File: config.mk
export PLATFORM = sky130hd
export DESIGN_NAME = fetch_sequencer
export DESIGN_NICKNAME = d
export VERILOG_FILES = /design/src/rtl/fetch_sequencer.sv
export SDC_FILE = /design/constraint.sdc
export NUM_CORES = 1
export LEC_CHECK = 0
export BUFFER_PORTS_ARGS = -buffer_cell sky130_fd_sc_hd__buf_2
export CAP_MARGIN = 30
export CORE_MARGIN = 2
export CORE_UTILIZATION = 40
export DETAILED_ROUTE_END_ITERATION = 10
export PLACE_DENSITY = 0.67
export SYNTH_ARGS = -nofsm -noshare
export SYNTH_HDL_FRONTEND = slang
export SYNTH_SLANG_ARGS = --single-unit
File: constraint.sdc
create_clock -name clkwire -period 2.9 [get_ports clkwire]
set_clock_uncertainty 0.15 [all_clocks]
set_input_delay 0.725 -clock clkwire [delete_from_list [all_inputs] [get_ports clkwire]]
set_output_delay 0.725 -clock clkwire [all_outputs]
set_load 0.01 [all_outputs]
File: src/rtl/fetch_sequencer.sv
// PC-redirect arbiter in front of instruction fetch: orders EX branches, ID jumps,
// halt/resume and load-use stalls into registered fetch-control outputs.
module fetch_sequencer #(
  parameter int unsigned PC_W         = 8,
  parameter int unsigned FLUSH_CYCLES = 2
) (
  input  logic            clkwire,
  input  logic            rstwire,
  input  logic            br_taken,
  input  logic [PC_W-1:0] br_target,
  input  logic            jmp_req,
  input  logic [PC_W-1:0] jmp_target,
  input  logic            stall_req,
  input  logic            halt_req,
  input  logic            resume,
  input  logic [PC_W-1:0] npc,
  output logic            jump_selector,
  output logic [PC_W-1:0] jump_address,
  output logic            fetch_en,
  output logic            flush_ifid,
  output logic            flush_idex,
  output logic [1:0]      seq_state,
  output logic [7:0]      redirect_cnt,
  output logic [15:0]     stall_cnt
);

  localparam int unsigned FC_W = 2;
  localparam logic [FC_W-1:0] FLUSH_LOAD = FC_W'(FLUSH_CYCLES - 1);

  typedef enum logic [1:0] {
    RUN   = 2'd0,
    STALL = 2'd1,
    FLUSH = 2'd2,
    HALT  = 2'd3
  } state_t;

  state_t            state, state_nx;
  logic              js_nx, fe_nx, fi_nx, fx_nx;
  logic [PC_W-1:0]   ja_nx, halt_pc, hpc_nx;
  logic [FC_W-1:0]   fcnt, fcnt_nx;

  assign seq_state = state;

  // Next-state and next-output decode; EX branch outranks everything in every state.
  always_comb begin
    state_nx = state;
    js_nx    = 1'b0;
    ja_nx    = jump_address;
    fe_nx    = 1'b1;
    fi_nx    = 1'b0;
    fx_nx    = 1'b0;
    hpc_nx   = halt_pc;
    fcnt_nx  = fcnt;
    if (br_taken) begin
      js_nx    = 1'b1;
      ja_nx    = br_target;
      fi_nx    = 1'b1;
      fx_nx    = 1'b1;
      fcnt_nx  = FLUSH_LOAD;
      state_nx = (FLUSH_LOAD == '0) ? RUN : FLUSH;
    end else begin
      case (state)
        RUN: begin
          if (jmp_req) begin
            js_nx = 1'b1;
            ja_nx = jmp_target;
            fi_nx = 1'b1;
          end else if (halt_req) begin
            hpc_nx   = npc;
            fe_nx    = 1'b0;
            fi_nx    = 1'b1;
            state_nx = HALT;
          end else if (stall_req) begin
            fe_nx    = 1'b0;
            state_nx = STALL;
          end
        end
        STALL: begin
          if (stall_req) fe_nx = 1'b0;
          else           state_nx = RUN;
        end
        FLUSH: begin
          // Wrong-path jmp/halt/stall requests are dropped while squashing.
          if (fcnt == '0) begin
            state_nx = RUN;
          end else begin
            fcnt_nx = fcnt - FC_W'(1);
            fi_nx   = 1'b1;
          end
        end
        HALT: begin
          if (resume) begin
            js_nx    = 1'b1;
            ja_nx    = halt_pc;
            state_nx = RUN;
          end else begin
            fe_nx = 1'b0;
          end
        end
      endcase
    end
  end

  // State register, registered outputs and saturating event counters.
  always_ff @(posedge clkwire or posedge rstwire) begin
    if (rstwire) begin
      state         <= RUN;
      jump_selector <= 1'b0;
      jump_address  <= '0;
      fetch_en      <= 1'b0;
      flush_ifid    <= 1'b0;
      flush_idex    <= 1'b0;
      halt_pc       <= '0;
      fcnt          <= '0;
      redirect_cnt  <= '0;
      stall_cnt     <= '0;
    end else begin
      state         <= state_nx;
      jump_selector <= js_nx;
      jump_address  <= ja_nx;
      fetch_en      <= fe_nx;
      flush_ifid    <= fi_nx;
      flush_idex    <= fx_nx;
      halt_pc       <= hpc_nx;
      fcnt          <= fcnt_nx;
      if (js_nx && (redirect_cnt != 8'hFF))
        redirect_cnt <= redirect_cnt + 8'd1;
      if (!fe_nx && (stall_cnt != 16'hFFFF))
        stall_cnt <= stall_cnt + 16'd1;
    end
  end

endmodule

==> results.py <==
metrics = {
    "die": {
        "die_w_um": 83.25,
        "dieArea_um2": 6931,
        "start_util_pct": 41.94,
        "rows": 28,
        "core_um2": 5991,
        "io_pins": 69,
        "die_y_um": 83.25,
    },
    "yosys": {
        "ys_seq_area_share_pct": 47.81,
        "synthesis.area_um2": 2512,
        "avgSynthCellArea_um2": 11.74,
        "synth_cell_types": 46,
        "yosys_warnings": 0,
        "ys_seq_elements": 48,
        "async_flop_share_pct": 100.0,
        "synthCells": 214,
        "syn_nets": 253,
        "ys.flop_type": "dfrtp_1",
        "synth_edf_count": 0,
    },
    "sta": {
        "slew_headroom_pct": 43.57,
        "hold_viol": 0,
        "setup_viol": 0,
        "min_period_ps": 2369,
        "drv_slew": 0,
        "worst_slew_pin_slew_ps": 840.0,
        "max_freq_mhz": 422.1,
        "rsz0062_at_grt": "false",
        "period_share_pct": 81.70,
        "tns_ps": 0,
    },
    "power": {
        "finalPower_mw": 2.679,
        "leakagePower_nw": 1.386,
        "power_density_nw_per_um2": 872.5,
        "worst_ir_drop_vdd_v": 0.0003402,
    },
    "place": {
        "place_congestion": 0.8344,
        "port_buffers": 68,
        "dpl.hpwl_mm": 3.892,
    },
    "drt": {
        "drt_first_pass_iters": 4,
        "vias": 1881,
        "wl_mm": 5.130,
        "wl_met1_mm": 2.446,
        "drt_iter0_markers": 55,
        "postRouteAntennaNets": 0,
        "detail_route.vias_per_cell": 5.125,
        "top_layer": "met4",
        "wl_per_cell_um": 13.98,
        "met2WireLength_mm": 2.349,
        "wl_met3_um": 261,
        "post-route-drc-count": 0,
    },
    "hold_path": {
        "hold_path.class": "in2async",
    },
    "final_layout": {
        "layout_common_cells": "68 x buf_2, 48 x dfrtp_1, 18 x nand2_1",
        "drive_gt1_share_pct": 38.01,
        "nets": 330,
        "fillers": 561,
        "final_common_cell": "buf_2",
        "num_antenna_cells": 0,
        "area_growth_pct": 22.21,
    },
    "clock_tree": {
        "cts_tree": "built",
        "h-tree-depth": 2,
        "insertion_delay_ps": 290,
        "cts_hold_buf": 0,
        "clkSinkCount": 48,
        "cts.path.max_buffers": 2,
        "post_cts_buffers": 0,
        "cts_buffers": 5,
        "ctsResizeCount": 0,
        "cts_root_buf": "clkbuf_8",
        "path_clk_slew_ps": 80,
    },
    "outcome": {
        "outcome": "finished clean",
    },
    "run": {
        "max_cap_viol_count": 0,
    },
    "global_route": {
        "grt-ovfl-total": 0,
        "grt_usage_pct": 15.81,
        "grt_pass1_vias": 1908,
        "antenna_found_initial": 0,
        "grt_max_degree": 26,
        "grt_pass1_wl_mm": 9.004,
    },
    "worst_setup_path": {
        "worstSetupPathType": "reg2reg",
        "cp.required_ps": 2930,
        "cp.arrival_ps": 2400,
        "endpoint_kind": "flip-flop",
        "worstSetupStartpointType": "flip-flop",
        "worstPathMaxFanout": 8,
    },
}
## Yosys cell counts, drive strengths merged, types with 3 or more instances
library cell	count	area share, %
xor2	12	4.2
ha	8	4.0
mux2i	9	3.6
nor4	3	1.2
nand4	3	1.0
nor2	4	0.60
and3	3	0.75
a211oi	6	1.8
buf	5	1.7
dfrtp	48	48
o21ai	11	2.2
xnor2	10	3.5
inv	10	1.5
nor2b	3	0.75
nand2	18	2.7
mux2	19	8.5
a2111oi	7	4.4
a21oi	3	0.75
nor3	4	1.2
nand3	5	1.0
## per-layer routing
metal  vias to the layer above  GRT usage (%)
li1                        926              -
met1                       896          21.30
met2                        53          24.93
met3                         6          3.976
met4                         0          5.216
met5                         -              0
## state kept, by name (all words and copies together) (netlist names)
signal         count
fetch_en           1
fcnt               2
halt_pc            8
stall_cnt         16
seq_state          2
jump_selector      1
flush_idex         1
flush_ifid         1
redirect_cnt       8
jump_address       8
## metrics by stage
step | cell area (um^2) | util (%) | setup slack (ps) | hold slack, ps | cells
after detailed placement | 2963 | 49.46 | 411.9 | 329.8 | 359
final | 3070 | 51.25 | 530.8 | 239.5 | 367
after global routing | 3070 | 51.25 | 379.0 | 261.8 | 367
after floorplan | 2512 | - | 547.3 | 330.5 | 214
after global placement | 2963 | 49.46 | 451.8 | 321.3 | 359
after CTS | 3070 | 51.25 | 516.3 | 252.4 | 367
## final timing paths
check                                      from         endpoint  slack (ps)  cells after the start
min in group clkwire            jump_address[7]  jump_address[7]         350                      1
worst max register to register     seq_state[0]    stall_cnt[14]         530                      6
worst min register to register  jump_address[7]  jump_address[7]         350                      1
worst min-delay path                    rstwire  redirect_cnt[6]         240                      2
worst max-delay path               seq_state[0]    stall_cnt[14]         530                      6
max in group asynchronous               rstwire  jump_address[2]        1760                      3
## kinds of logic (layout without fill, tap and decap cells)
kind of cell,count (synthesis),count (layout),share of synthesized area (%)
mux,28,28,12.10
flops,48,48,47.81
compound gates,39,39,13.20
buf+inv,18,96,3.685
fa+ha+maj,8,8,3.984
xor+xnor,22,22,7.669
simple gates,51,51,11.55
## area by class of cell
cell class / count / area (um^2) / share of cell area, %
inverter: 11 / 41.29 / 1.345
clock inverter: 2 / 35.03 / 1.141
sequential: 48 / 1201 / 39.12
clock buffer: 6 / 72.57 / 2.363
tap: 75 / 93.84 / 3.056
timing repair buffer: 77 / 407.9 / 13.28
multi-input combinational: 148 / 1219 / 39.69
## worst max-delay path: stages (launching register included)
cell	delay, ps
dfrtp_1	410
inv_1	110
ha_1	250
a211o_1	270
a221o_2	390
nor4_1	330
mux2_1	350
## power by group
part / total (mW) / internal, mW / switching [mW]
combinational: 1.08 / 0.505 / 0.573
sequential: 1.13 / 0.919 / 0.208
clock: 0.473 / 0.256 / 0.217
Power figures use the tool's default switching activity.
